**config.mk**
```make
export PLATFORM = sky130hd
export DESIGN_NAME = axi4_rd_arbiter_flat
export DESIGN_NICKNAME = d
export VERILOG_FILES = /design/src/rtl/axi4_rd_arbiter_if.sv /design/src/rtl/axi4_rd_arbiter.sv /design/src/flat_wrapper.sv
export SDC_FILE = /design/constraint.sdc
export NUM_CORES = 1
export LEC_CHECK = 0
export CAP_MARGIN = 20
export CELL_PAD_IN_SITES_DETAIL_PLACEMENT = 0
export CELL_PAD_IN_SITES_GLOBAL_PLACEMENT = 2
export CORE_AREA = 3 3 584 586
export CTS_BUF_LIST = sky130_fd_sc_hd__clkbuf_8
export DETAILED_ROUTE_END_ITERATION = 7
export DIE_AREA = 0 0 587 589
export GPL_ROUTABILITY_DRIVEN = 0
export PLACE_DENSITY_LB_ADDON = 0.08
export SYNTH_ARGS = -nofsm -noshare
export SYNTH_HDL_FRONTEND = slang
export SYNTH_SLANG_ARGS = --single-unit
```
**constraint.sdc**
```tcl
create_clock -name aclk -period 1.6 [get_ports aclk]
set_input_delay 0.32 -clock aclk [delete_from_list [all_inputs] [get_ports aclk]]
set_output_delay 0.32 -clock aclk [all_outputs]
set_load 0.02 [all_outputs]
```
**src/rtl/axi4_rd_arbiter_if.sv**
```systemverilog
// Bus bundle for the read arbiter: packed per-master AR/R signals on the upstream
// side and a single AXI4 read port on the downstream side.
interface axi4_rd_arbiter_if #(
  parameter int unsigned NUM_MASTERS = 4,
  parameter int unsigned ADDR_WIDTH  = 64,
  parameter int unsigned DATA_WIDTH  = 512,
  parameter int unsigned ID_WIDTH    = 8
);
  logic [NUM_MASTERS-1:0]            s_arvalid;
  logic [NUM_MASTERS-1:0]            s_arready;
  logic [NUM_MASTERS*ID_WIDTH-1:0]   s_arid;
  logic [NUM_MASTERS*ADDR_WIDTH-1:0] s_araddr;
  logic [NUM_MASTERS*8-1:0]          s_arlen;
  logic [NUM_MASTERS*3-1:0]          s_arsize;
  logic [NUM_MASTERS*2-1:0]          s_arburst;
  logic [NUM_MASTERS-1:0]            s_rvalid;
  logic [NUM_MASTERS-1:0]            s_rready;
  logic [ID_WIDTH-1:0]               s_rid;
  logic [DATA_WIDTH-1:0]             s_rdata;
  logic [1:0]                        s_rresp;
  logic                              s_rlast;

  logic                              m_arvalid;
  logic                              m_arready;
  logic [ID_WIDTH-1:0]               m_arid;
  logic [ADDR_WIDTH-1:0]             m_araddr;
  logic [7:0]                        m_arlen;
  logic [2:0]                        m_arsize;
  logic [1:0]                        m_arburst;
  logic                              m_rvalid;
  logic                              m_rready;
  logic [ID_WIDTH-1:0]               m_rid;
  logic [DATA_WIDTH-1:0]             m_rdata;
  logic [1:0]                        m_rresp;
  logic                              m_rlast;

  // Arbiter view: slave to the upstream masters, master to the downstream port.
  modport slave (
    input  s_arvalid, s_arid, s_araddr, s_arlen, s_arsize, s_arburst, s_rready,
    output s_arready, s_rvalid, s_rid, s_rdata, s_rresp, s_rlast,
    output m_arvalid, m_arid, m_araddr, m_arlen, m_arsize, m_arburst, m_rready,
    input  m_arready, m_rvalid, m_rid, m_rdata, m_rresp, m_rlast
  );

  // Environment view: upstream requesters plus the downstream memory model.
  modport master (
    output s_arvalid, s_arid, s_araddr, s_arlen, s_arsize, s_arburst, s_rready,
    input  s_arready, s_rvalid, s_rid, s_rdata, s_rresp, s_rlast,
    input  m_arvalid, m_arid, m_araddr, m_arlen, m_arsize, m_arburst, m_rready,
    output m_arready, m_rvalid, m_rid, m_rdata, m_rresp, m_rlast
  );
endinterface

```
**src/rtl/axi4_rd_arbiter.sv**
```systemverilog
// Round-robin AXI4 read arbiter: one burst in flight, R beats routed to the owner
// until rlast, with a sticky beat-count protocol error.
module axi4_rd_arbiter #(
  parameter int unsigned NUM_MASTERS = 4,
  parameter int unsigned ADDR_WIDTH  = 64,
  parameter int unsigned DATA_WIDTH  = 512,
  parameter int unsigned ID_WIDTH    = 8
) (
  input  logic                             aclk,
  input  logic                             areset,
  axi4_rd_arbiter_if.slave                 bus,
  output logic                             busy,
  output logic [$clog2(NUM_MASTERS)-1:0]   grant_idx,
  output logic                             protocol_err
);
  localparam int unsigned GIDX_W = $clog2(NUM_MASTERS);

  typedef enum logic [1:0] {IDLE, ADDR, DATA} state_e;

  state_e                  state_q, state_d;
  logic [GIDX_W-1:0]       last_q, last_d;
  logic [GIDX_W-1:0]       grant_q, grant_d;
  logic                    arvalid_q, arvalid_d;
  logic [ID_WIDTH-1:0]     id_q, id_d;
  logic [ADDR_WIDTH-1:0]   addr_q, addr_d;
  logic [7:0]              len_q, len_d;
  logic [2:0]              size_q, size_d;
  logic [1:0]              burst_q, burst_d;
  logic [8:0]              beat_q, beat_d;
  logic                    err_q, err_d;
  logic                    busy_q, busy_d;

  logic [GIDX_W-1:0]       win, idx;
  logic                    found;
  logic                    beat_xfer;

  // Read data payload is a straight pass-through; only valid/ready are steered.
  assign bus.s_rid   = bus.m_rid;
  assign bus.s_rdata = bus.m_rdata;
  assign bus.s_rresp = bus.m_rresp;
  assign bus.s_rlast = bus.m_rlast;

  assign bus.m_arvalid = arvalid_q;
  assign bus.m_arid    = id_q;
  assign bus.m_araddr  = addr_q;
  assign bus.m_arlen   = len_q;
  assign bus.m_arsize  = size_q;
  assign bus.m_arburst = burst_q;
  assign busy          = busy_q;
  assign grant_idx     = grant_q;
  assign protocol_err  = err_q;

  always_ff @(posedge aclk) begin
    if (areset) begin
      state_q   <= IDLE;
      last_q    <= GIDX_W'(NUM_MASTERS - 1);
      grant_q   <= '0;
      arvalid_q <= 1'b0;
      id_q      <= '0;
      addr_q    <= '0;
      len_q     <= '0;
      size_q    <= '0;
      burst_q   <= '0;
      beat_q    <= '0;
      err_q     <= 1'b0;
      busy_q    <= 1'b0;
    end else begin
      state_q   <= state_d;
      last_q    <= last_d;
      grant_q   <= grant_d;
      arvalid_q <= arvalid_d;
      id_q      <= id_d;
      addr_q    <= addr_d;
      len_q     <= len_d;
      size_q    <= size_d;
      burst_q   <= burst_d;
      beat_q    <= beat_d;
      err_q     <= err_d;
      busy_q    <= busy_d;
    end
  end

  always_comb begin
    state_d       = state_q;
    last_d        = last_q;
    grant_d       = grant_q;
    arvalid_d     = arvalid_q;
    id_d          = id_q;
    addr_d        = addr_q;
    len_d         = len_q;
    size_d        = size_q;
    burst_d       = burst_q;
    beat_d        = beat_q;
    err_d         = err_q;
    bus.s_arready = '0;
    bus.s_rvalid  = '0;
    bus.m_rready  = 1'b0;
    found         = 1'b0;
    win           = '0;
    idx           = '0;
    beat_xfer     = 1'b0;

    // Walk from farthest to nearest so the nearest requester after last_q wins.
    for (int k = int'(NUM_MASTERS); k >= 1; k--) begin
      idx = GIDX_W'((32'(last_q) + 32'(k)) % NUM_MASTERS);
      if (bus.s_arvalid[idx]) begin
        win   = idx;
        found = 1'b1;
      end
    end

    unique case (state_q)
      IDLE: begin
        if (found) begin
          bus.s_arready[win] = 1'b1;
          id_d      = bus.s_arid[32'(win)*ID_WIDTH +: ID_WIDTH];
          addr_d    = bus.s_araddr[32'(win)*ADDR_WIDTH +: ADDR_WIDTH];
          len_d     = bus.s_arlen[32'(win)*8 +: 8];
          size_d    = bus.s_arsize[32'(win)*3 +: 3];
          burst_d   = bus.s_arburst[32'(win)*2 +: 2];
          last_d    = win;
          grant_d   = win;
          arvalid_d = 1'b1;
          state_d   = ADDR;
        end
      end
      ADDR: begin
        if (arvalid_q && bus.m_arready) begin
          arvalid_d = 1'b0;
          beat_d    = '0;
          state_d   = DATA;
        end
      end
      DATA: begin
        bus.s_rvalid[grant_q] = bus.m_rvalid;
        bus.m_rready          = bus.s_rready[grant_q];
        beat_xfer             = bus.m_rvalid && bus.s_rready[grant_q];
        if (beat_xfer) begin
          beat_d = beat_q + 9'd1;
          // Early rlast and missing rlast on the final beat both flag the error.
          if (bus.m_rlast) begin
            if (beat_q != {1'b0, len_q}) err_d = 1'b1;
            state_d = IDLE;
          end else if (beat_q == {1'b0, len_q}) begin
            err_d = 1'b1;
          end
        end
      end
      default: state_d = IDLE;
    endcase

    busy_d = (state_d != IDLE);
  end
endmodule

```
**src/flat_wrapper.sv**
```systemverilog
// flat-port wrapper written by rule: the top's interface ports become plain ports
module axi4_rd_arbiter_flat 
#(
  parameter int unsigned NUM_MASTERS = 4,
  parameter int unsigned ADDR_WIDTH  = 64,
  parameter int unsigned DATA_WIDTH  = 512,
  parameter int unsigned ID_WIDTH    = 8
)
  (aclk, areset, busy, grant_idx, protocol_err, bus_s_arvalid, bus_s_arid, bus_s_araddr, bus_s_arlen, bus_s_arsize, bus_s_arburst, bus_s_rready, bus_s_arready, bus_s_rvalid, bus_s_rid, bus_s_rdata, bus_s_rresp, bus_s_rlast, bus_m_arvalid, bus_m_arid, bus_m_araddr, bus_m_arlen, bus_m_arsize, bus_m_arburst, bus_m_rready, bus_m_arready, bus_m_rvalid, bus_m_rid, bus_m_rdata, bus_m_rresp, bus_m_rlast);
  axi4_rd_arbiter_if #(.NUM_MASTERS(NUM_MASTERS), .ADDR_WIDTH(ADDR_WIDTH), .DATA_WIDTH(DATA_WIDTH), .ID_WIDTH(ID_WIDTH)) bus_i ();
  input  logic aclk;
  input  logic areset;
  output logic busy;
  output logic [$clog2(NUM_MASTERS)-1:0] grant_idx;
  output logic protocol_err;
  input wire logic [$bits(bus_i.s_arvalid)-1:0] bus_s_arvalid;
  input wire logic [$bits(bus_i.s_arid)-1:0] bus_s_arid;
  input wire logic [$bits(bus_i.s_araddr)-1:0] bus_s_araddr;
  input wire logic [$bits(bus_i.s_arlen)-1:0] bus_s_arlen;
  input wire logic [$bits(bus_i.s_arsize)-1:0] bus_s_arsize;
  input wire logic [$bits(bus_i.s_arburst)-1:0] bus_s_arburst;
  input wire logic [$bits(bus_i.s_rready)-1:0] bus_s_rready;
  output wire logic [$bits(bus_i.s_arready)-1:0] bus_s_arready;
  output wire logic [$bits(bus_i.s_rvalid)-1:0] bus_s_rvalid;
  output wire logic [$bits(bus_i.s_rid)-1:0] bus_s_rid;
  output wire logic [$bits(bus_i.s_rdata)-1:0] bus_s_rdata;
  output wire logic [$bits(bus_i.s_rresp)-1:0] bus_s_rresp;
  output wire logic [$bits(bus_i.s_rlast)-1:0] bus_s_rlast;
  output wire logic [$bits(bus_i.m_arvalid)-1:0] bus_m_arvalid;
  output wire logic [$bits(bus_i.m_arid)-1:0] bus_m_arid;
  output wire logic [$bits(bus_i.m_araddr)-1:0] bus_m_araddr;
  output wire logic [$bits(bus_i.m_arlen)-1:0] bus_m_arlen;
  output wire logic [$bits(bus_i.m_arsize)-1:0] bus_m_arsize;
  output wire logic [$bits(bus_i.m_arburst)-1:0] bus_m_arburst;
  output wire logic [$bits(bus_i.m_rready)-1:0] bus_m_rready;
  input wire logic [$bits(bus_i.m_arready)-1:0] bus_m_arready;
  input wire logic [$bits(bus_i.m_rvalid)-1:0] bus_m_rvalid;
  input wire logic [$bits(bus_i.m_rid)-1:0] bus_m_rid;
  input wire logic [$bits(bus_i.m_rdata)-1:0] bus_m_rdata;
  input wire logic [$bits(bus_i.m_rresp)-1:0] bus_m_rresp;
  input wire logic [$bits(bus_i.m_rlast)-1:0] bus_m_rlast;
  assign bus_i.s_arvalid = bus_s_arvalid;
  assign bus_i.s_arid = bus_s_arid;
  assign bus_i.s_araddr = bus_s_araddr;
  assign bus_i.s_arlen = bus_s_arlen;
  assign bus_i.s_arsize = bus_s_arsize;
  assign bus_i.s_arburst = bus_s_arburst;
  assign bus_i.s_rready = bus_s_rready;
  assign bus_s_arready = bus_i.s_arready;
  assign bus_s_rvalid = bus_i.s_rvalid;
  assign bus_s_rid = bus_i.s_rid;
  assign bus_s_rdata = bus_i.s_rdata;
  assign bus_s_rresp = bus_i.s_rresp;
  assign bus_s_rlast = bus_i.s_rlast;
  assign bus_m_arvalid = bus_i.m_arvalid;
  assign bus_m_arid = bus_i.m_arid;
  assign bus_m_araddr = bus_i.m_araddr;
  assign bus_m_arlen = bus_i.m_arlen;
  assign bus_m_arsize = bus_i.m_arsize;
  assign bus_m_arburst = bus_i.m_arburst;
  assign bus_m_rready = bus_i.m_rready;
  assign bus_i.m_arready = bus_m_arready;
  assign bus_i.m_rvalid = bus_m_rvalid;
  assign bus_i.m_rid = bus_m_rid;
  assign bus_i.m_rdata = bus_m_rdata;
  assign bus_i.m_rresp = bus_m_rresp;
  assign bus_i.m_rlast = bus_m_rlast;
  axi4_rd_arbiter #(.NUM_MASTERS(NUM_MASTERS), .ADDR_WIDTH(ADDR_WIDTH), .DATA_WIDTH(DATA_WIDTH), .ID_WIDTH(ID_WIDTH)) u_core (.aclk(aclk), .areset(areset), .bus(bus_i), .busy(busy), .grant_idx(grant_idx), .protocol_err(protocol_err));
endmodule
```
======== Word level (Yosys, flattened, before mapping) ========
Index checks and enable logic that the tools add are counted.
storage, ports and cells
  flip-flop bits (word level) ............. 103
  latch bits .............................. 0
  RAM bits ................................ 0
  memory bits (read-only) ................. 0
  bits of input ports ..................... 875
  output and inout bits ................... 622
  logic and storage cells ................. 93
  memories kept ........................... 0
operators by class
  add/subtract/negate cells ............... 5
  multiply operators ...................... 1
  div/mod/pow operators ................... 0
  magnitude comparators ................... 8
  equal/unequal tests ..................... 8
  shift operators ......................... 5
  mux-type cells .......................... 40
  bitwise gates (word level) .............. 1
  reductions and logical operators ........ 13
operators with widths
  operator               count
  $shiftx A256 B9 Y64    1
  $shiftx A32 B6 Y8      2
  $lt A2 B3 Y1 const B   6
  $mux W9                2
  $pmux W9 S2            1
  $mux W1                17
  $mux W2                8
  $mux W4                3
  $shiftx A12 B5 Y3      1
  $bmux W1 S2            5
  $add A9 B1 Y9 const B  1
  $eq A9 B8 Y1           1
  $ne A9 B8 Y1           1
  $ne A2 B1 Y1 const B   4
  $reduce_bool A2 Y1     4
  $shiftx A8 B4 Y2       1
  $pmux W2 S3            1
  $reduce_and A3 Y1      2
  $add A2 B1 Y2 const B  2
  $add A2 B2 Y2 const B  2
  $and A4 B4 Y4          1
  $demux W1 S2           2
  $ge A2 B1 Y1 const B   2
  $logic_and A1 B1 Y1    4
  other kinds (7)        7

======== Longest topological paths before layout ========
Gate-level depths: netlist of the first run.
  depth after elaboration ................. 13
  depth in mapped cells ................... 7
  depth with buffers taken out ............ 5

======== Worst setup path after synthesis of the first run ========
OpenSTA, ideal clock, no wires.
  path kind ............................... flip-flop to output port
  from .................................... reg u_core.last_q[1]
  to ...................................... out bus_s_arready[0]
  arrival time ............................ 1611 ps
  slack ................................... -331 ps
  cell stages (with the launch flop) ...... 8
  path through ............................ dfxtp_1 > and2_1 > o32a_1 > nand2_2 > buf_6 > buf_6 > nand2_1 > nor2_1
between the ends
  word-level cells in the longest chain between the ends .. 13
ends and longest elaborated chain
  item                                                                       line                    source
  start, declared                                                            axi4_rd_arbiter.sv:21   logic [GIDX_W-1:0] last_q, last_d;
  start signal, assigned                                                     axi4_rd_arbiter.sv:56   last_q <= GIDX_W'(NUM_MASTERS - 1);
  start signal, assigned                                                     axi4_rd_arbiter.sv:69   last_q <= last_d;
  $add A2 B1 Y2                                                              axi4_rd_arbiter.sv:105  idx = GIDX_W'((32'(last_q) + 32'(k)) % NUM_MASTERS);
  $bmux W1 S2                                                                axi4_rd_arbiter.sv:106  if (bus.s_arvalid[idx]) begin
  $mux W1 (implied by the code)                                              axi4_rd_arbiter.sv:106
  $mux W2 (4 in series)                                                      axi4_rd_arbiter.sv:106
  $lt A2 B3 Y1 (implied by the code) / $ge A2 B1 Y1 (equally long branches)  axi4_rd_arbiter.sv:115  bus.s_arready[win] = 1'b1;
  $logic_and A1 B1 Y1 (implied by the code)                                  axi4_rd_arbiter.sv:115
  $mux W1 (implied by the code)                                              axi4_rd_arbiter.sv:115
  $demux W1 S2                                                               n/a
  $mux W4 (*)                                                                axi4_rd_arbiter.sv:114  if (found) begin
  $mux W4 (*)                                                                axi4_rd_arbiter.sv:112  unique case (state_q)
  end, declared                                                              flat_wrapper.sv:23      output wire logic [$bits(bus_i.s_arready)-1:0] bus_s_arready;
Mark *: on every way between the ends. The rest lies on a longest branch, timed or not. The select of a mux whose other input is x is not followed.

======== Final worst setup path of the first run ========
  from .................................... reg u_core.last_q[1]
  to ...................................... reg u_core.addr_q[29] (netlist: u_core.bus.m_araddr[29])
between the ends
  word-level cells in the longest chain between the ends .. 8
ends and longest elaborated chain
  item                                                             line                    source
  $add A2 B1 Y2                                                    axi4_rd_arbiter.sv:105
  $bmux W1 S2                                                      axi4_rd_arbiter.sv:106
  $mux W1 (implied by the code)                                    axi4_rd_arbiter.sv:106
  $mux W2 / $mux W1 (equally long branches) (4 in series)          axi4_rd_arbiter.sv:106
  $shiftx A256 B9 Y64 / $reduce_and A2 Y1 (equally long branches)  n/a
  end signal, assigned                                             axi4_rd_arbiter.sv:73   addr_q <= addr_d;
  end, declared                                                    axi4_rd_arbiter.sv:25   logic [ADDR_WIDTH-1:0] addr_q, addr_d;
Parallel ways exist; a longest one is shown, timed or not. The select of a mux whose other input is x is not followed.
A chain may end at the register's enable or synchronous reset.

==> flow_results.org, run 1 <==
** Run status
- The run finished, with violations left.
- The final reports fail on negative setup slack.

** Synth
- Post-synthesis cell type count :: 43
- Netlist area before placement :: 0.0103 mm^2
- In the synthesized netlist the async set-or-reset flop fraction comes to 0%.
- Of all cell types, the one taking the most synthesized area is sky130_fd_sc_hd__buf_4.
- Leading register cell type out of synthesis :: sky130_fd_sc_hd__dfxtp_1
- Sequential element share of the synthesized area :: 20.0%
- Number of enable flip-flop cells after synthesis :: 0
- The Yosys step of the flow raised 0 warnings.
- Each instance of the synthesized netlist takes up on average 8.26 um^2.
- Leading cell types by total area after synthesis :: sky130_fd_sc_hd__buf_4, sky130_fd_sc_hd__dfxtp_1, sky130_fd_sc_hd__mux2i_1, sky130_fd_sc_hd__a211oi_1, sky130_fd_sc_hd__o221ai_1
- Most frequent cells after synthesis :: sky130_fd_sc_hd__buf_4, sky130_fd_sc_hd__a211oi_1, sky130_fd_sc_hd__mux2i_1, sky130_fd_sc_hd__dfxtp_1, sky130_fd_sc_hd__inv_1
- Synth Instances :: 1246
- Synth Register Bits :: 103
- When the netlist entered floorplanning its net count stood at 2122.
- Top-count cell post-synth :: sky130_fd_sc_hd__buf_4
- Yosys top cell area share :: 38.4%

** Worst setup path
- Kind of capture point of the worst setup path :: flip-flop
- Data arrival time of the critical path :: 2.79 ns
- Critical path startpoint category :: flip-flop
- For the worst setup path, the data required time is 2.05 ns.
- The worst setup path is of the flip-flop to flip-flop kind.
- CP Max Fanout :: 22

** Min path
- Hold WC Path Type :: input pin to flip-flop

** Drt
- Summing over every cut layer, the via total after detailed routing is 9145.
- Initial detailed-routing violation count :: 209
- In this run the remaining antenna-violating nets after routing total 0.
- For this run, design rule violations remaining after detail routing come to 0.
- Dividing the detail-routed via count by the number of cells gives 1.57.
- The first detailed-routing pass ran for 4 iterations.
- The final layout contains routed wiring with a total length of 91000 um.
- Detail-routed net length per standard cell :: 15.6 um

** STA
- For the finished layout, the period the worst path requires is 2.33 ns.
- Dividing the final minimum period by the clock period gives 146%.
- The number of hold violations in the final report is 0.
- After layout, the worst setup slack is -0.733 ns.
- Clock skew on the completed layout was measured at 0.0311 ns.
- Slew at the pin closest to its max-slew limit :: 0.585 ns
- Final setup vio count :: 111
- Based on the critical path, the design can be clocked at up to 0.429 GHz.
- In this run the tightest slew margin relative to its limit is 61.0%.
- Unrepaired setup endpoints after global routing :: true
- Final slew viol count :: 0

** Global route
- Global routing consumed, over all layers together, 5.07% of the routing resources.
- The number of antenna violations at the first check in global routing came to 33.
- Via count of the first global-routing pass :: 10257
- After global routing the overflow that remains totals 0.
- The first global-routing pass estimated 114000 um of wire.
- Largest net degree at the start of global routing :: 33

** Floorplanning
- The die covers 0.346 mm^2.
- The die is 589 um tall.
- In this run the standard cell core region covers 0.336 mm^2.
- For this configuration, the core starts out at a cell density of 3.06%.
- Horizontal extent of the die :: 587 um
- # rows :: 213
- In this run the count of I/O pins placed on the die edge is 1497.

** CTS
- For this design, the sink count on the clock tree is 103.
- Clock tree buffer depth :: 2
- Clock tree from TritonCTS :: built
- Level count of the clock H-tree :: 3
- Clock tree root driver cell :: sky130_fd_sc_hd__clkbuf_8
- Hold buffer count at CTS :: 0
- Clock-pin transition on the worst setup and hold timing paths :: 0.19 ns
- Clock latency reported for the late side of the worst-skew pair :: 0.53 ns
- Clock tree synthesis inserted a total of 9 buffers.

** Pwr
- Clock power frac :: 19.1%
- Switching portion of total power :: 44.9%
- The internal power of the cells totals 6910 uW.
- In this run, the combinational gates consume 54.3% of the power.
- Sequential fraction of design power :: 26.5%
- Switching Power :: 5620 uW
- VDD sags by at most 0.000384 V.
- Total leakage power :: 0.00592 uW
- Power spread over the standard cell area amounts to 651 mW/mm^2.

** Placement
- Including well taps, the total number of placed cells is 5772.
- Summed over all nets, the half-perimeter wirelength after detailed placement is 74900 um.
- Once placement finished, the instance area stood at 0.0179 mm^2.
- Number of input and output port buffers inserted :: 452
- Timing analysis after detailed placement gives a worst setup slack of -1.72 ns.

** Job
- Max-Cap Viols :: 0

** Cells and area
- Post-layout net count :: 2179
- Once layout is done, the placed cells without fillers occupy 0.0193 mm^2.
- Proportion of layout cells with a drive suffix above 1 :: 34.3%
- From synthesis to final layout, the design area changed by 87.1%.
- The finished layout holds 5830 standard cells, fillers aside.
registers in the layout, summed over array words and instances, names as in the netlist:
register / flops
u_core.beat_q: 9
u_core.bus.m_arid: 8
u_core.bus.m_arsize: 3
u_core.bus.m_arlen: 8
u_core.last_q: 2
u_core.protocol_err: 1
u_core.state_q: 2
u_core.bus.m_arburst: 2
u_core.bus.m_araddr: 64
u_core.grant_idx: 2
u_core.busy: 1
u_core.bus.m_arvalid: 1
cells in the final DEF, fill, tap and decap left out, types with 6 or more instances in the layout:
cell	instances
sky130_fd_sc_hd__nand3_2	6
sky130_fd_sc_hd__clkdlybuf4s50_1	350
sky130_fd_sc_hd__diode_2	7
sky130_fd_sc_hd__o21bai_1	12
sky130_fd_sc_hd__inv_1	53
sky130_fd_sc_hd__mux2i_1	103
sky130_fd_sc_hd__nor2_1	12
sky130_fd_sc_hd__nand2_1	6
sky130_fd_sc_hd__xor2_1	9
sky130_fd_sc_hd__mux2i_4	10
sky130_fd_sc_hd__buf_6	45
sky130_fd_sc_hd__a211oi_1	132
sky130_fd_sc_hd__mux2i_2	7
sky130_fd_sc_hd__dfxtp_1	69
sky130_fd_sc_hd__dfxtp_4	18
sky130_fd_sc_hd__nor2_4	7
sky130_fd_sc_hd__nand3_1	34
sky130_fd_sc_hd__xnor2_1	6
sky130_fd_sc_hd__clkbuf_2	51
sky130_fd_sc_hd__o21ai_0	40
sky130_fd_sc_hd__o221ai_2	32
sky130_fd_sc_hd__buf_2	10
sky130_fd_sc_hd__a211oi_2	17
sky130_fd_sc_hd__clkbuf_8	10
sky130_fd_sc_hd__buf_4	117
sky130_fd_sc_hd__dfxtp_2	16
sky130_fd_sc_hd__buf_12	47
what timing repair did:
| item | in CTS | in global routing |
|---|---|---|
| setup endpoints to repair | 201 | 191 |
| cloned | 2 | 4 |
| pin swaps | 11 | 27 |
| gates resized for setup | 215 | 290 |
| buffers inserted | 14 | 20 |
path summary, 6_finish.rpt:
kind	from	cells after the start	end	slack [ns]
worst min register to register	u_core.bus.m_araddr[9]	2	u_core.bus.m_araddr[9]	0.51
worst max register to register	u_core.last_q[1]	10	u_core.bus.m_araddr[29]	-0.73
worst min-delay path	areset	3	u_core.bus.m_arvalid	0.36
worst max-delay path	u_core.last_q[1]	10	u_core.bus.m_araddr[29]	-0.73
area by class of cell:
cell class                 instances  area (um^2)
fill                           39800       317000
tap                             4515         5650
clock inverter                     6         60.1
antenna                            7         17.5
sequential                       103         2150
clock buffer                      10          138
inverter                          55          210
multi-input combinational        496         4570
timing repair buffer             638         6460
through the flow:
step | hold WS (ns) | TNS [ns] | utilization [%] | total power, uW
detailed placement | 0.475 | -149.51 | 5.33 | 9950
floorplan | 0.404 | -2.22 | - | 7410
global route | 0.300 | -72.19 | 5.72 | 13600
finish | 0.362 | -57.52 | 5.72 | 12500
global placement | 0.467 | -153.46 | 5.33 | 10000
CTS | 0.261 | -103.60 | 5.54 | 13100
power by group through the flow:
stage	combinational, uW	clock, uW	sequential [uW]
after floorplan	3730	0	3680
after global placement	6640	0	3380
after detailed placement	6570	0	3380
after CTS	6910	2890	3340
after global routing	7390	2840	3400
final	6810	2400	3330
metal layers:
| layer | global-route usage [%] | vias up | share of wire (%) |
|---|---|---|---|
| met4 | 2.50 | 34 | 5.1 |
| li1 | - | 3938 | - |
| met1 | 4.48 | 4269 | 32 |
| met2 | 9.61 | 591 | 54 |
| met3 | 2.30 | 313 | 9.1 |
| met5 | 0 | - | 0.24 |
critical path: stages (launching register included):
cell                       delay [ns]
sky130_fd_sc_hd__dfxtp_2         0.37
sky130_fd_sc_hd__buf_6           0.11
sky130_fd_sc_hd__mux2i_4         0.23
sky130_fd_sc_hd__o22ai_4         0.09
sky130_fd_sc_hd__buf_4           0.14
sky130_fd_sc_hd__a21o_4          0.25
sky130_fd_sc_hd__buf_6           0.16
sky130_fd_sc_hd__buf_12          0.15
sky130_fd_sc_hd__a211oi_1        0.45
sky130_fd_sc_hd__buf_4           0.18
sky130_fd_sc_hd__a211oi_1        0.04
cell families after synthesis:
group / Yosys count / share of synthesized area, %
compound gates: 255 / 17.9
xor+xnor: 16 / 1.36
fa+ha+maj: 1 / 0.122
buf+inv: 647 / 43.6
flops: 103 / 20.0
mux: 121 / 11.9
simple gates: 103 / 5.13
Power figures use the tool's default switching activity.
==> run 2: changes to the inputs <==
--- a/config.mk
+++ b/config.mk
@@ -9,10 +9,10 @@
 export CELL_PAD_IN_SITES_DETAIL_PLACEMENT = 0
 export CELL_PAD_IN_SITES_GLOBAL_PLACEMENT = 2
 export CORE_AREA = 3 3 584 586
-export CTS_BUF_LIST = sky130_fd_sc_hd__clkbuf_8
 export DETAILED_ROUTE_END_ITERATION = 7
 export DIE_AREA = 0 0 587 589
 export GPL_ROUTABILITY_DRIVEN = 0
+export MAX_ROUTING_LAYER = met4
 export PLACE_DENSITY_LB_ADDON = 0.08
 export SYNTH_ARGS = -nofsm -noshare
 export SYNTH_HDL_FRONTEND = slang
==> run 2 against run 1 <==
Against the previous run:
- the run still ends with negative setup slack left
- sequential share of layout area shrank 0.84 points
- register-to-register slack improved by 0.11 ns
- flip-flop and latch count unchanged
- sequential power is 2% lower
- die area did not move
- largest power group unchanged
- highest routed layer is now met4
==> flow_results.org, run 2 (synthesized netlist as in run 1, its figures left out) <==
** Run status
- The run finished, with violations left.
- Violations in the final reports :: negative setup slack

** Job
- The number of violations of the max-capacitance limit was 0 (unchanged).

** STA
- Final slew viol count :: 0 (unchanged)
- The highest achievable clock rate is 0.448 GHz (+4.6%).
- Worst max-slew margin expressed relative to the limit :: 57.6% (-3.3 points)
- The number of hold violations in the final report was 0 (unchanged).
- Slew at the pin closest to its max-slew limit :: 0.635 ns (+0.0499 ns)
- The minimum clock period after layout was 2.23 ns (-0.103 ns).
- Period utilization :: 139% (-6.4 points)
- Final setup vio count :: 110 (-0.90%)
- The setup clock skew after layout is 0.0281 ns (-0.00300 ns).
- Unrepaired setup endpoints after global routing :: true
- Final worst slack :: -0.630 ns (+0.103 ns)

** CTS
- The clock transition at the registers of the reported paths came to 0.11 ns (-0.08 ns).
- Clock sink count :: 103 (unchanged)
- Clock tree buffer depth :: 2 (unchanged)
- Level count of the clock H-tree :: 3 (unchanged)
- Clock tree synthesis selected as its root buffer the cell sky130_fd_sc_hd__clkbuf_16.
- Inserted Clock Buffers :: 9 (unchanged)
- The worst-skew pair later-pin latency is 0.46 ns (-0.07 ns).
- Clock tree from TritonCTS :: built

** Drt
- Detail-routed net length per standard cell :: 15.8 um (+0.99%)
- The post-detailed-routing wire length is 92500 um (+1.6%).
- The detailed-route via count was 9308 (+1.8%).
- The average vias per placed instance was 1.59 (+1.2%).
- The post-route DRC violation count is 0 (unchanged).
- Post-route antenna net violation count :: 0 (unchanged)
- Initial detailed-routing violation count :: 206 (-1.4%)
- Number of detailed-route iterations in the first pass :: 4 (unchanged)

** Global route
- Via count of the first global-routing pass :: 10254 (-0.029%)
- Number of antenna violations at the first check in global routing :: 40 (+21%)
- The global-route usage over all layers came to 5.24% (+0.18 points).
- Wire length of the first global-routing pass :: 114000 um (+0.35%)
- Largest net degree at the start of global routing :: 33 (unchanged)
- Overall overflow remaining after global route :: 0 (unchanged)

** Worst setup path
- The worst setup path is captured at an output pin.
- Worst path most repeated cell :: sky130_fd_sc_hd__buf_6
- The number of cells on the worst reg-to-reg path came to 12 (+2).
- Number of buffer and inverter instances along the worst setup path :: 3 (-2)
- The data required time at the worst endpoint was 1.28 ns (-0.77 ns).
- CP Max Fanout :: 5 (-77%)
- On the critical path, the stage with the largest delay is an instance of sky130_fd_sc_hd__dfxtp_2.
- Crit-path cells :: buf_6 > mux2i_4 > o22ai_4 > buf_4 > a21o_4 > nor2_4 > buf_6
- Depth of the critical timing path with buffers and inverters included :: 7 (-3)
- Critical path startpoint category :: flip-flop
- Top Family by Delay on Critical Path :: buffers and inverters
- The arrival time reported for the critical path endpoint came to 1.91 ns (-0.88 ns).
- The delay of the slowest cell on the worst path is 0.35 ns (-0.10 ns).
- Crit path kind :: flip-flop to output pin

** Placement
- Number of input and output port buffers inserted :: 452 (unchanged)
- Final HPWL DP :: 74900 um (unchanged)
- The worst setup slack before clock tree synthesis came to -1.72 ns (unchanged).

** Cells and area
- Commonest non-fill, non-tap cell in the layout :: sky130_fd_sc_hd__clkdlybuf4s50_1
- From synthesis to final layout, the design area changed by 97.3%.
- The flip-flop count of the largest register after layout came to 64 (unchanged).
- Post-layout net count :: 2195 (+0.73%)
- In the layout the commonest cells are sky130_fd_sc_hd__clkdlybuf4s50_1, sky130_fd_sc_hd__a211oi_1, sky130_fd_sc_hd__buf_4.
- Proportion of layout cells with a drive suffix above 1 :: 31.4% (-2.9 points)

** Pwr
- The overall power after layout came to 13800 uW (+10%).
- The leakage power of the design is 0.00686 uW (+16%).
- Maximum vdd drop :: 0.000460 V (+20%)
- PwrDens :: 679 mW/mm^2 (+4.3%)

** Floorplanning
- # rows :: 213 (unchanged)
- The floorplan die area was 0.346 mm^2 (unchanged).
- The overall die width was 587 um (unchanged).
- The effective utilization at floorplan is 3.06% (unchanged).
- Core outline area :: 0.336 mm^2 (unchanged)
- Number of top-level design ports :: 1497 (unchanged)
- The vertical extent of the die is 589 um (unchanged).

** Min path
- The min-delay analysis places its worst path in the category input pin to flip-flop.
- The cell depth of the worst min-delay path came to 3 (unchanged).
[run 2: report_power, final]
group	switching (uW)	total (uW)	internal [uW]
Clock	1820	2980	1160
Sequential	311	3280	2970
Combinational	3750	7520	3770
Total	5880	13800	7910
[run 2: area by class of cell]
type,count,area [um^2]
multi-input cells,496,4760
inverters,55,210
clock inverters,6,60.1
fillers,39723,316000
well taps,4515,5650
flip-flops and latches,103,2100
clock buffers,10,239
diodes,26,65.1
repair buffers,654,7220
[run 2: per-stage QoR]
stage / area (um^2) / cells / utilization (%) / hold WS [ns] / TNS [ns]
2_1_floorplan: 10400 / 1246 / - / 0.404 / -2.22
3_3_place_gp: 17900 / 5772 / 5.33 / 0.467 / -153.46
3_5_place_dp: 17900 / 5772 / 5.33 / 0.475 / -149.51
4_1_cts: 18900 / 5806 / 5.62 / 0.423 / -77.70
5_1_grt: 20300 / 5863 / 6.04 / 0.442 / -65.29
6_report: 20300 / 5865 / 6.04 / 0.464 / -51.69
[run 2: timing repair]
item                       in CTS  in global routing
resized for setup             214                229
cloned                          5                  6
setup buffers                  15                 36
hold buffers                    0                  0
setup endpoints to repair     197                182
pin swaps                      12                 35
[run 2: worst paths after layout]
path         slack, ns                     from                       to
max              -0.63         u_core.last_q[1]         bus_s_arready[2]
min reg2reg       0.49  u_core.bus.m_araddr[40]  u_core.bus.m_araddr[40]
max reg2reg      -0.62         u_core.last_q[1]  u_core.bus.m_araddr[51]
min               0.46                   areset     u_core.bus.m_arvalid
[run 2: metal layers]
layer / track usage, % / share of wire (%) / vias up
li1: - / - / 4005
met1: 4.59 / 32 / 4377
met2: 9.59 / 54 / 609
met3: 2.25 / 8.6 / 317
met4: 2.53 / 5.2 / 0
met5: - / 0 / -
[run 2: worst register-to-register path, stage by stage, from the launching register on]
cell                       delay [ns]
sky130_fd_sc_hd__dfxtp_2         0.35
sky130_fd_sc_hd__buf_6           0.11
sky130_fd_sc_hd__mux2i_4         0.23
sky130_fd_sc_hd__o22ai_4         0.10
sky130_fd_sc_hd__buf_6           0.13
sky130_fd_sc_hd__a21oi_4         0.21
sky130_fd_sc_hd__buf_12          0.18
sky130_fd_sc_hd__buf_4           0.13
sky130_fd_sc_hd__buf_6           0.11
sky130_fd_sc_hd__buf_12          0.14
sky130_fd_sc_hd__mux2i_4         0.27
sky130_fd_sc_hd__buf_6           0.12
sky130_fd_sc_hd__a211oi_1        0.06
